==> config.mk <==
export PLATFORM = sky130hd
export DESIGN_NAME = id_hazard_fwd_ctrl
export DESIGN_NICKNAME = d
export VERILOG_FILES = /design/src/rtl/id_hazard_fwd_ctrl_pkg.sv /design/src/rtl/id_hazard_fwd_ctrl_fwd_pick.sv /design/src/rtl/id_hazard_fwd_ctrl.sv
export SDC_FILE = /design/constraint.sdc
export NUM_CORES = 1
export LEC_CHECK = 0
export CORE_MARGIN = 4
export CORE_UTILIZATION = 40
export DETAILED_ROUTE_END_ITERATION = 16
export GPL_ROUTABILITY_DRIVEN = 0
export PLACE_DENSITY = 0.73
export SLEW_MARGIN = 20
export SYNTH_ARGS = -nofsm -noshare
export SYNTH_HDL_FRONTEND = slang
export SYNTH_SLANG_ARGS = --single-unit
==> constraint.sdc <==
create_clock -name clk -period 6.75 [get_ports clk]
set_clock_uncertainty 0.2 [all_clocks]
set_input_delay 1.35 -clock clk [delete_from_list [all_inputs] [get_ports clk]]
set_output_delay 1.35 -clock clk [all_outputs]
set_load 0.02 [all_outputs]
==> src/rtl/id_hazard_fwd_ctrl_pkg.sv <==
// id_hazard_fwd_ctrl_pkg: forward-select codes and downstream dest record shared with the ID/EX operand muxes.
package id_hazard_fwd_ctrl_pkg;
    localparam int GPR_AW = 5;

    localparam logic [1:0] FWD_RF  = 2'd0;
    localparam logic [1:0] FWD_EX  = 2'd1;
    localparam logic [1:0] FWD_MEM = 2'd2;
    localparam logic [1:0] FWD_WB  = 2'd3;

    typedef struct packed {
        logic              v;
        logic [GPR_AW-1:0] dest;
        logic              we;
        logic              ld;
    } rec_t;
endpackage

==> src/rtl/id_hazard_fwd_ctrl_fwd_pick.sv <==
// fwd_pick: priority match of one ID source against the EX/MEM/WB dest records, youngest first.
module fwd_pick
    import id_hazard_fwd_ctrl_pkg::*;
#(
    parameter int AW = GPR_AW
) (
    input  rec_t          rec_ex_i,
    input  rec_t          rec_mem_i,
    input  rec_t          rec_wb_i,
    input  logic [AW-1:0] raddr_i,
    input  logic          use_i,
    output logic [1:0]    sel_o
);
    logic [GPR_AW-1:0] addr;
    logic hit_ex, hit_mem, hit_wb;

    assign addr    = GPR_AW'(raddr_i);
    assign hit_ex  = rec_ex_i.v  & rec_ex_i.we  & (rec_ex_i.dest  == addr) & use_i;
    assign hit_mem = rec_mem_i.v & rec_mem_i.we & (rec_mem_i.dest == addr) & use_i;
    assign hit_wb  = rec_wb_i.v  & rec_wb_i.we  & (rec_wb_i.dest  == addr) & use_i;
    assign sel_o   = hit_ex ? FWD_EX : hit_mem ? FWD_MEM : hit_wb ? FWD_WB : FWD_RF;
endmodule

==> src/rtl/id_hazard_fwd_ctrl.sv <==
// id_hazard_fwd_ctrl: picks the forward source for each ID operand and stalls ID on load-use hazards.
// Keeps shadow dest records of EX/MEM/WB that advance on the pipeline's own handshakes.
module id_hazard_fwd_ctrl
    import id_hazard_fwd_ctrl_pkg::*;
#(
    parameter int AW         = GPR_AW,
    parameter bit MEM_LD_FWD = 1'b1,
    parameter int CNT_W      = 32
) (
    input  logic             clk,
    input  logic             reset,
    input  logic             id_valid,
    input  logic [AW-1:0]    id_raddr1,
    input  logic [AW-1:0]    id_raddr2,
    input  logic             id_use1,
    input  logic             id_use2,
    input  logic [AW-1:0]    id_dest,
    input  logic             id_we,
    input  logic             id_is_load,
    input  logic             ex_allow,
    input  logic             ex_fire,
    input  logic             mem_fire,
    input  logic             wb_fire,
    input  logic             flush_ex,
    output logic [1:0]       fwd_sel1,
    output logic [1:0]       fwd_sel2,
    output logic             stall,
    output logic             id_fire,
    output logic [CNT_W-1:0] stall_cnt
);
    rec_t rec_ex_q, rec_ex_d, rec_mem_q, rec_mem_d, rec_wb_q, rec_wb_d;
    logic [CNT_W-1:0] stall_cnt_q, stall_cnt_d;
    logic [1:0] sel1, sel2;
    logic lu1, lu2;

    fwd_pick #(.AW(AW)) u_pick1 (
        .rec_ex_i (rec_ex_q),
        .rec_mem_i(rec_mem_q),
        .rec_wb_i (rec_wb_q),
        .raddr_i  (id_raddr1),
        .use_i    (id_use1),
        .sel_o    (sel1)
    );

    fwd_pick #(.AW(AW)) u_pick2 (
        .rec_ex_i (rec_ex_q),
        .rec_mem_i(rec_mem_q),
        .rec_wb_i (rec_wb_q),
        .raddr_i  (id_raddr2),
        .use_i    (id_use2),
        .sel_o    (sel2)
    );

    // Load data is not ready in EX; in MEM only when the MEM-stage forward path exists.
    assign lu1 = (sel1 == FWD_EX && rec_ex_q.ld) || (sel1 == FWD_MEM && rec_mem_q.ld && !MEM_LD_FWD);
    assign lu2 = (sel2 == FWD_EX && rec_ex_q.ld) || (sel2 == FWD_MEM && rec_mem_q.ld && !MEM_LD_FWD);

    assign stall     = id_valid & (lu1 | lu2);
    assign fwd_sel1  = id_valid ? sel1 : FWD_RF;
    assign fwd_sel2  = id_valid ? sel2 : FWD_RF;
    assign id_fire   = id_valid & ex_allow & ~stall;
    assign stall_cnt = stall_cnt_q;

    // A newly issued instruction replaces a flushed one, so id_fire outranks flush_ex.
    always_comb begin
        rec_ex_d = rec_ex_q;
        if (id_fire)
            rec_ex_d = '{v: 1'b1, dest: GPR_AW'(id_dest), we: id_we & (|id_dest), ld: id_is_load};
        else if (ex_fire | flush_ex)
            rec_ex_d.v = 1'b0;
        rec_mem_d = rec_mem_q;
        if (ex_fire) begin
            rec_mem_d   = rec_ex_q;
            rec_mem_d.v = rec_ex_q.v & ~flush_ex;
        end else if (mem_fire)
            rec_mem_d.v = 1'b0;
        rec_wb_d = rec_wb_q;
        if (mem_fire)
            rec_wb_d = rec_mem_q;
        else if (wb_fire)
            rec_wb_d.v = 1'b0;
        stall_cnt_d = stall_cnt_q + CNT_W'(stall & ~&stall_cnt_q);
    end

    always_ff @(posedge clk) begin
        if (reset) begin
            rec_ex_q    <= '0;
            rec_mem_q   <= '0;
            rec_wb_q    <= '0;
            stall_cnt_q <= '0;
        end else begin
            rec_ex_q    <= rec_ex_d;
            rec_mem_q   <= rec_mem_d;
            rec_wb_q    <= rec_wb_d;
            stall_cnt_q <= stall_cnt_d;
        end
    end
endmodule
==> flow_metrics.tcl <==
set metrics [dict create \
    synth_top_area_share_pct 39.6 \
    antenna_found_initial 0 \
    worstMarginPinSlew_ns 0.978 \
    finalNetCount 401 \
    yosysMostFrequentCell "dfxtp_1" \
    power-per-cell-area_nw_per_um2 168 \
    path_clk_slew_ns 0.09 \
    finalHoldViolations 0 \
    die_height_um 90.6 \
    synth.distinct_cells 39 \
    p_leak_nw 1.32 \
    synth_ff_type "dfxtp_1" \
    synthCells 311 \
    pwr-share-comb_pct 8.8 \
    status "finished, final reports clean" \
    layout_setup_ws_ns 1.62 \
    portBuffers 64 \
    core_area_um2 6490 \
    post_cts_resized 0 \
    syn_nets 340 \
    finalSetupTns_ns 0 \
    dieArea_um2 8210 \
    place.detailed.hpwl_mm 4.86 \
    cts-htree-levels 2 \
    synth_warnings 0 \
    synth_area_per_cell_um2 8.78 \
    worstSetupPathType "in2out" \
    drtAntennaViolNets 0 \
    final_min_period_over_clock_period_pct 76.1 \
    cts.sinks 54 \
    synth_edf_count 0 \
    cts_hold_buf 0 \
    postCtsSetupBuffers 0 \
    setup_violations 0 \
    seq_area_frac_synth_pct 39.6 \
    maxSlewViolCount 0 \
    max-slew-margin-rel_pct 34.8 \
    dr.pass1.iters 4 \
    wl_per_cell_um 14.9 \
    wirelength_mm 6.68 \
    cp_max_fo 4 \
    clk_path_buf_depth 2 \
    num_rows 29 \
    endpoint_kind "output port" \
    fmax_mhz 195 \
    vias 2397 \
    p_sw_share_pct 22.9 \
    clockRootBuffer "clkbuf_8" \
    cp.arrival_ns 3.58 \
    place_ws_ns 1.66 \
    syn_to_final_growth_pct 29.4 \
    period_needed_ns 5.13 \
    synth_area_um2 2730 \
    max-vdd-ir-drop_mv 0.0990 \
    final_cells 450 \
    dp_cells 442 \
    grt_max_degree 56 \
    start_util_pct 42.0 \
    start_kind "input pin" \
    viasPerCell 5.33 \
    grt_pass1_wl_mm 11.5 \
    rsz0062_at_grt "false" \
    n_antenna_cell 0 \
    hp-class "reg2reg" \
    drc 0 \
    ys_top_cells_by_count "54 x dfxtp_1, 53 x nor2_1, 42 x xor2_1" \
    overflow 0 \
    async_flop_share_pct 0 \
    final_area_um2 3530 \
    clock_latency_ns 0.31 \
    cp.required_ns 5.20 \
    place_area_um2 3420 \
    p_clk_share_pct 36.3 \
    synth-seq-cells 54 \
    cts_tree "yes" \
    drtIter0Drc 91 \
    pwr-share-seq_pct 54.9 \
    numCtsBuffers 5 \
    synth_area_leader_cell "dfxtp_1" \
    die_width_um 90.6 \
    track_usage_pct 16.6 \
    maxCapViolations 0 \
    layout-drive-gt1-share_pct 4.83 \
    io_pins 65 \
    first_global_vias 2399 \
    switchingPower_w 0.000136 \
    synth_area_leaders "dfxtp_1 40%, xor2_1 13%, nor2_1 7.3%" \
    hold-worst-slack_ns 0.299 \
    p_int_w 0.000459 \
]
-- state kept, by name, indices dropped and copies added (netlist names) --
name,count
stall_cnt,32
rec_mem_q,7
rec_ex_q,8
rec_wb_q,7
-- kinds of logic after synthesis --
kind of cell	count (synthesis)	synth area share, %
mux	12	4.40
compound gates	26	5.50
xor+xnor	59	18.9
buf+inv	14	1.97
simple gates	144	28.7
fa+ha+maj	2	0.916
flops	54	39.6
-- placed cells by master, fill, tap and decap left out, types with 3 or more instances in the layout --
| master | Yosys | layout |
|---|---|---|
| and2_1 | 4 | 4 |
| nor4_1 | 3 | 3 |
| mux2i_1 | 12 | 12 |
| a21oi_1 | 11 | 11 |
| nor2b_1 | 3 | 3 |
| nor2_1 | 53 | 53 |
| nand3_1 | 20 | 20 |
| o21ai_0 | 7 | 7 |
| nor3_1 | 3 | 3 |
| nand4_1 | 18 | 18 |
| xor2_1 | 42 | 42 |
| clkdlybuf4s50_1 | 0 | 63 |
| xnor2_1 | 17 | 17 |
| clkbuf_8 | 0 | 5 |
| nand2_1 | 15 | 15 |
| and3_1 | 5 | 5 |
| and4_1 | 3 | 3 |
| dfxtp_1 | 54 | 54 |
| a31oi_1 | 3 | 3 |
| inv_1 | 3 | 3 |
-- per-layer routing --
metal  vias up  global-route usage, %  share of wire [%]
met5         -                      0                  0
met4         0                   5.48                1.8
met3        13                   4.83                5.4
met2        68                   25.8                 46
met1      1123                   21.9                 47
li1       1193                      -                  -
-- power by group through the flow --
stage               clock [W]  sequential [W]  combinational (W)
floorplan                   0        0.000333          0.0000273
global placement            0        0.000334          0.0000508
detailed placement          0        0.000334          0.0000514
CTS                  0.000222        0.000327          0.0000522
global route         0.000236        0.000328          0.0000568
finish               0.000216        0.000327          0.0000522
-- worst max-delay path, cell delays in order --
cell             delay, ns
clkdlybuf4s50_1       0.51
xor2_1                0.21
nor4_1                0.31
nand3_1               0.20
a21oi_1               0.33
clkdlybuf4s50_1       0.67
-- final timing paths --
kind | end | cells past startpoint | slack (ns) | startpoint
max | stall | 6 | 1.62 | id_raddr2[4]
min | rec_wb_q[1] | 2 | 0.30 | rec_wb_q[1]
max reg2reg | stall_cnt[17] | 11 | 3.38 | rec_ex_q[3]
min reg2reg | rec_wb_q[1] | 2 | 0.30 | rec_wb_q[1]
-- layout make-up --
class | instances | area, um^2
well taps | 77 | 96.3
multi-input cells | 243 | 1600
repair buffers | 64 | 636
clock inverters | 2 | 37.5
inverters | 4 | 15.0
clock buffers | 6 | 72.6
flip-flops and latches | 54 | 1080
fillers | 599 | 2960
-- metrics by stage --
step / util (%) / power, W
floorplan: - / 0.000360
global placement: 52.7 / 0.000385
detailed placement: 52.7 / 0.000386
CTS: 54.4 / 0.000602
global route: 54.4 / 0.000620
finish: 54.4 / 0.000595
Power figures use the tool's default switching activity.
